<file path="src/rtl/pipearch_fifo_pkg.sv">
// Shared types and helpers for the multichannel FIFO.
// The typedefs describe the default configuration (4 channels, 32-deep) and are
// handy for code that observes the FIFO. count_lsb() locates a channel's
// occupancy field inside the packed count vector for any configuration.
package pipearch_fifo_pkg;

  localparam int unsigned DefLog2Channels = 2;
  localparam int unsigned DefLog2Depth    = 5;

  typedef logic [DefLog2Channels-1:0] chan_t;
  typedef logic [DefLog2Depth:0]      cnt_t;

  // Bit offset of channel ch's occupancy field; fields are log2_depth+1 wide.
  function automatic int unsigned count_lsb(input int unsigned ch,
                                            input int unsigned log2_depth);
    return ch * (log2_depth + 1);
  endfunction

endpackage

</file>
<file path="src/rtl/bram_sdp.sv">
// Simple dual-port RAM: one write port, one read port, read data registered
// one cycle after the read enable. Only the read register is reset; memory
// contents are left as they are.
// Ports:
//   clk, reset          clock, synchronous active-high reset (clears rdata)
//   we, waddr, wdata    write port
//   re, raddr           read request; rdata valid on the following cycle
//   rdata               registered read data
module bram_sdp #(
  parameter int unsigned WIDTH  = 8,
  parameter int unsigned ADDR_W = 7
) (
  input  logic              clk,
  input  logic              reset,
  input  logic              we,
  input  logic [ADDR_W-1:0] waddr,
  input  logic [WIDTH-1:0]  wdata,
  input  logic              re,
  input  logic [ADDR_W-1:0] raddr,
  output logic [WIDTH-1:0]  rdata
);

  logic [WIDTH-1:0] mem [2**ADDR_W];

  always_ff @(posedge clk) begin
    if (we) begin
      mem[waddr] <= wdata;
    end
  end

  always_ff @(posedge clk) begin
    if (reset) begin
      rdata <= '0;
    end else if (re) begin
      rdata <= mem[raddr];
    end
  end

endmodule

</file>
<file path="src/rtl/fifo_multichannel.sv">
// Multichannel FIFO: NCH independent queues sharing one memory of NCH*DEPTH
// words addressed {channel, pointer}. At most one write and one read per cycle,
// to the same or different channels. Read data appears one cycle after an
// accepted read.
// Optional feature: define FIFO_MULTICHANNEL_ERR_EN to add the sticky per-channel
// err_overflow / err_underflow outputs.
// Ports:
//   clk, reset            clock, synchronous active-high reset
//   we, wchan, wdata      write request (dropped if the channel is full)
//   re, rchan             read request (ignored if the channel is empty)
//   rvalid, rdata, rchan_q  read response, one cycle after an accepted read
//   empty, full, almostfull per-channel status, bit i = channel i
//   count                 per-channel occupancy, LOG2_DEPTH+1 bits per channel
module fifo_multichannel
  import pipearch_fifo_pkg::*;
#(
  parameter int unsigned WIDTH         = 8,
  parameter int unsigned LOG2_DEPTH    = 5,
  parameter int unsigned LOG2_CHANNELS = 2,
  parameter int unsigned AF_MARGIN     = 16
) (
  input  logic                                               clk,
  input  logic                                               reset,
  input  logic                                               we,
  input  logic [LOG2_CHANNELS-1:0]                           wchan,
  input  logic [WIDTH-1:0]                                   wdata,
  input  logic                                               re,
  input  logic [LOG2_CHANNELS-1:0]                           rchan,
  output logic                                               rvalid,
  output logic [WIDTH-1:0]                                   rdata,
  output logic [LOG2_CHANNELS-1:0]                           rchan_q,
  output logic [2**LOG2_CHANNELS-1:0]                        empty,
  output logic [2**LOG2_CHANNELS-1:0]                        full,
  output logic [2**LOG2_CHANNELS-1:0]                        almostfull,
  output logic [(2**LOG2_CHANNELS)*(LOG2_DEPTH+1)-1:0]       count
`ifdef FIFO_MULTICHANNEL_ERR_EN
  ,
  output logic [2**LOG2_CHANNELS-1:0]                        err_overflow,
  output logic [2**LOG2_CHANNELS-1:0]                        err_underflow
`endif
);

  localparam int unsigned NCH      = 2**LOG2_CHANNELS;
  localparam int unsigned DEPTH    = 2**LOG2_DEPTH;
  localparam int unsigned CW       = LOG2_DEPTH + 1;
  localparam int unsigned ADDR_W   = LOG2_CHANNELS + LOG2_DEPTH;
  // Signed so that AF_MARGIN > DEPTH simply makes almostfull always true.
  localparam int          AfThresh = int'(DEPTH) - int'(AF_MARGIN);

  logic [LOG2_DEPTH-1:0] wptr_q [NCH];
  logic [LOG2_DEPTH-1:0] wptr_d [NCH];
  logic [LOG2_DEPTH-1:0] rptr_q [NCH];
  logic [LOG2_DEPTH-1:0] rptr_d [NCH];
  logic [CW-1:0]         cnt_q  [NCH];
  logic [CW-1:0]         cnt_d  [NCH];

  logic           wr_acc, rd_acc;
  logic [NCH-1:0] wr_hit, rd_hit;
  logic [ADDR_W-1:0] waddr, raddr;

  // Status comes straight from the registered counts.
  always_comb begin
    empty      = '0;
    full       = '0;
    almostfull = '0;
    count      = '0;
    for (int unsigned i = 0; i < NCH; i++) begin
      empty[i]      = (cnt_q[i] == '0);
      full[i]       = (cnt_q[i] == CW'(DEPTH));
      almostfull[i] = (int'(cnt_q[i]) > AfThresh);
      count[count_lsb(i, LOG2_DEPTH) +: CW] = cnt_q[i];
    end
  end

  // Acceptance uses the pre-cycle status, so a write to a full channel is
  // dropped even if that channel is read in the same cycle.
  assign wr_acc = we & ~full[wchan];
  assign rd_acc = re & ~empty[rchan];
  assign wr_hit = wr_acc ? (NCH'(1) << wchan) : '0;
  assign rd_hit = rd_acc ? (NCH'(1) << rchan) : '0;

  assign waddr = {wchan, wptr_q[wchan]};
  assign raddr = {rchan, rptr_q[rchan]};

  always_comb begin
    for (int unsigned i = 0; i < NCH; i++) begin
      wptr_d[i] = wptr_q[i];
      rptr_d[i] = rptr_q[i];
      cnt_d[i]  = cnt_q[i];
      if (wr_hit[i]) begin
        wptr_d[i] = wptr_q[i] + 1'b1;
      end
      if (rd_hit[i]) begin
        rptr_d[i] = rptr_q[i] + 1'b1;
      end
      if (wr_hit[i] && !rd_hit[i]) begin
        cnt_d[i] = cnt_q[i] + 1'b1;
      end else if (!wr_hit[i] && rd_hit[i]) begin
        cnt_d[i] = cnt_q[i] - 1'b1;
      end
    end
  end

  always_ff @(posedge clk) begin
    if (reset) begin
      for (int unsigned i = 0; i < NCH; i++) begin
        wptr_q[i] <= '0;
        rptr_q[i] <= '0;
        cnt_q[i]  <= '0;
      end
      rvalid  <= 1'b0;
      rchan_q <= '0;
    end else begin
      for (int unsigned i = 0; i < NCH; i++) begin
        wptr_q[i] <= wptr_d[i];
        rptr_q[i] <= rptr_d[i];
        cnt_q[i]  <= cnt_d[i];
      end
      rvalid <= rd_acc;
      if (rd_acc) begin
        rchan_q <= rchan;
      end
    end
  end

  // Same-channel read/write can never collide on an address: a read needs
  // count > 0 and a write needs count < DEPTH, so the pointers differ.
  bram_sdp #(
    .WIDTH  (WIDTH),
    .ADDR_W (ADDR_W)
  ) u_mem (
    .clk   (clk),
    .reset (reset),
    .we    (wr_acc),
    .waddr (waddr),
    .wdata (wdata),
    .re    (rd_acc),
    .raddr (raddr),
    .rdata (rdata)
  );

`ifdef FIFO_MULTICHANNEL_ERR_EN
  always_ff @(posedge clk) begin
    if (reset) begin
      err_overflow  <= '0;
      err_underflow <= '0;
    end else begin
      if (we && full[wchan]) begin
        err_overflow[wchan] <= 1'b1;
      end
      if (re && empty[rchan]) begin
        err_underflow[rchan] <= 1'b1;
      end
    end
  end
`endif

endmodule

</file>
<file path="config.mk">
export PLATFORM = sky130hd
export DESIGN_NAME = fifo_multichannel
export DESIGN_NICKNAME = d
export VERILOG_FILES = /design/src/rtl/pipearch_fifo_pkg.sv /design/src/rtl/bram_sdp.sv /design/src/rtl/fifo_multichannel.sv
export SDC_FILE = /design/constraint.sdc
export NUM_CORES = 2
export LEC_CHECK = 0
export CORE_MARGIN = 2
export CORE_UTILIZATION = 60
export CTS_CLUSTER_DIAMETER = 80
export DETAILED_ROUTE_END_ITERATION = 8
export DONT_BUFFER_PORTS = 1
export HOLD_SLACK_MARGIN = 0.08
export PLACE_DENSITY = 0.8
export SLEW_MARGIN = 5
export SYNTH_ARGS = -nofsm -noshare
export SYNTH_HDL_FRONTEND = slang
export SYNTH_SLANG_ARGS = --single-unit
</file>
<file path="constraint.sdc">
create_clock -name clk -period 4.85 [get_ports clk]
set_input_delay 0.485 -clock clk [delete_from_list [all_inputs] [get_ports clk]]
set_output_delay 0.485 -clock clk [all_outputs]
set_load 0.005 [all_outputs]
</file>
==> summary.md <==
| Metric | Value |
|---|---|
| Status | `complete, no violations` |
| Worst skew pair latency | `670 ps` |
| Die area | `0.0772 sq mm` |
| TritonCTS clock tree | `yes` |
| Lkg Pwr | `15.5 nW` |
| ANT nets after route | `0` |
| PostCTS Resize Cnt | `0` |
| WP data arrival | `5050 ps` |
| Switching Fraction | `21.9%` |
| Post-layout minimum cycle time | `4450 ps` |
| Pint | `15.4 mW` |
| Netlist Area Pre-Place | `0.0450 sq mm` |
| Pin count of the biggest net entering global routing | `129` |
| Worst-path cell chain | `or3_1 -> or4b_2 -> mux4_2 -> and3_1 -> ha_1 -> inv_1 -> ha_1 -> a21o_1 -> a21oi_1 -> o21bai_1 -> a21oi_1 -> xnor2_1 -> or3_1 -> a21oi_1` |
| Largest family of logic cells by synthesized area | `multiplexers` |
| Psw | `4.32 mW` |
| CTS buffer count | `104` |
| Critical path's slowest cell | `or4b_2` |
| Slew margin rel. | `28.7%` |
| Vias in the first global route | `25482` |
| Post-synth ARST share | `0%` |
| Combinational power share | `6.4%` |
| Crit path depth | `14` |
| Reg2reg path depth | `14` |
| Drt initial violations | `3696` |
| Post-synthesis adder-cell area fraction | `0.957%` |
| WP buf/inv | `1` |
| Core area | `0.0743 sq mm` |
| Period utilization | `91.8%` |
| Startpoint types | `flip-flop` |
| DIE WIDTH | `278 microns` |
| Total GRT Usage | `27.9%` |
| Synth cell count leaders | `1024 x edfxtp_1, 396 x mux2i_1, 265 x nand2_1` |
| Hold Vio Cnt, Final | `0` |
| First-pass GRT wire length | `160 mm` |
| CTS clk-pin slew, worst paths | `70 ps` |
| Layout area overhead | `9.76%` |
| Max stage delay on crit path | `670 ps` |
| Worst hold path depth | `3` |
| Total gr overflow | `0` |
| Multiplexer share of the synthesized area | `12.6%` |
| # port buffers | `0` |
| Syn_nets | `2909` |
| Gp weighted congestion | `0.890` |
| Clk pwr share | `40.0%` |
| Clock buffer depth | `3` |
| DR vias | `25802` |
| Post-Syn Instances | `2861` |
| Final WL | `108 mm` |
| Max Slew Vio Count | `0` |
| TritonRoute pass-1 iters | `6` |
| Max Cap Violations | `0` |
| Starting Density | `60.5%` |
| Count leader, synth | `edfxtp_1` |
| Top area cells in the synthesized netlist | `edfxtp_1 68%, mux2i_1 8.8%, mux4_2 3.6%, dfxtp_1 3.3%, nand2_1 2.2%` |
| Slew at the pin closest to its max-slew limit | `1070 ps` |
| RSZ-0062 raised after global routing | `no` |
| Worst Hold Class | `in -> reg` |
| Worst Setup End Kind | `flip-flop` |
| CP Max Fanout | `7` |
| Main synth FF type | `edfxtp_1` |
| WS Path Type | `reg -> reg` |
| Pwr dens | `399 mW/mm^2` |
| Rows | `100` |
| Most used cell, CP | `a21oi_1` |
| Hold_ws | `138 ps` |
| #FFs+latches synth | `1099` |
| Clock sinks | `1099` |
| Wirelength per Cell | `27.6 microns` |
| Crit path max-delay family | `simple AND/OR/NAND/NOR gates` |
| Initial antenna violation count | `2` |
| Nets | `2915` |
| Synth unique cells | `60` |
| Complex-gate fraction of the synthesized area | `4.59%` |
| H-tree Lvls | `3` |
| Cell taking the most area after synthesis | `edfxtp_1` |
| R2R setup slack | `400 ps` |
| Root Driver | `clkbuf_16` |
| Synth Warn # | `0` |
| FMAX | `0.225 GHz` |
| Post-DP HPWL | `62.8 mm` |
| DR DRC count | `0` |
| Post-Synth XOR/XNOR Area | `0.993%` |
| Area share of the largest cell type after synthesis | `68.4%` |
| Setup-failing EPs final | `0` |
| Post-Synth Simple-Gate Area | `7.08%` |
| Num ports | `63` |
| Setup TNS | `0 ps` |
| Sequential fraction of the synthesis area | `71.7%` |
| Sequential power share | `53.6%` |
| Max Clock Skew | `30.2 ps` |
| Vias per inst | `6.59` |
| Layout cells sized above 1 | `10.1%` |
| Fill cells | `4835` |
| Worst EP required | `5450 ps` |
| Syn Area/Cell | `15.7 sq um` |
| VDD IR max | `0.295 mV` |
| Die height | `278 microns` |
| EDFF count, synth | `1024` |
-- layout make-up --
type	count	area (sq um)	area share, %
diodes	1	2.50	0.00507
clock buffers	134	2860	5.80
clock inverters	48	445	0.902
inverters	15	56.3	0.114
multi-input cells	1587	11800	23.9
flip-flops and latches	1099	32300	65.3
well taps	969	1210	2.46
repair buffers	60	733	1.48
-- worst min-delay path: cells and delay by family --
family	cells	cell delay (ps)
xor gates and xnor gates	1	90
and+or+nand+nor	2	190
-- cell usage in the layout, fill, tap and decap left out, drive strengths merged, types with 6 or more instances in the layout --
master	n
nor2	224
xnor2	19
a211oi	44
a21oi	112
o21ai	35
o221ai	6
mux2	7
a2111o	6
a22oi	23
nand4	26
buf	59
dfxtp	75
or4	6
nor2b	52
nand3	60
a32oi	19
bufinv	7
or3	9
o22ai	22
edfxtp	1024
a221o	6
a31oi	9
and2	8
inv	20
nand2b	9
xor2	32
nor4	24
clkinv	34
clkbuf	134
mux4	72
mux2i	396
a311oi	12
nand2	266
ha	28
nor3	13
-- kinds of logic after synthesis --
group	after synthesis
AOI/OAI and AO/OA	316
adders and majority gates	32
buffers and inverters	175
xor gates and xnor gates	51
and+or+nand+nor	713
muxes	475
DFF	1099
-- per-stage QoR --
stage          util, %  instances  power (mW)  cell area, sq um  worst slack (ps)
2_1_floorplan        -       2861        11.5             45000               862
3_3_place_gp      61.6       3720        11.8             45800               549
3_5_place_dp      61.6       3720        11.8             45800               460
4_1_cts           66.4       3912        19.8             49400               422
5_1_grt           66.4       3912        20.3             49400               132
6_report          66.4       3913        19.7             49400               400
-- sequential cells by signal, indices dropped and copies added, names as in the netlist --
register     cells
cnt_q           24
rchan_q          2
rptr_q          20
rvalid           1
u_mem.mem     1024
u_mem.rdata      8
wptr_q          20
-- power by group through the flow --
stage | sequential (mW) | clock, mW | combinational (mW)
final | 10.6 | 7.90 | 1.26
after global routing | 10.6 | 8.33 | 1.36
after CTS | 10.6 | 7.95 | 1.25
after detailed placement | 10.8 | 0 | 1.06
after global placement | 10.7 | 0 | 1.02
after floorplan | 10.7 | 0 | 0.806
-- per-layer routing --
metal / wire length, microns / up-vias / share of wire [%] / global-route usage (%)
met5: 9 / - / 0.0083 / 0
met4: 4520 / 2 / 4.2 / 11.5
met3: 11800 / 297 / 11 / 6.90
met2: 51800 / 1582 / 48 / 44.4
met1: 39700 / 12890 / 37 / 37.1
li1: - / 11031 / - / -
-- path summary, 6_finish.rpt --
kind,from,to
setup reg to reg,cnt_q[3][1],cnt_q[2][5]
hold reg to reg,rchan_q[0],rchan_q[0]
setup / recovery,cnt_q[3][1],cnt_q[2][5]
hold / removal,rchan[1],rptr_q[3][2]
-- timing repair --
action	in CTS	in global routing
hold endpoints to repair	1099	0
buffers inserted	0	0
hold buffers	10	0
No activity file was read; power rests on OpenSTA's default activity.
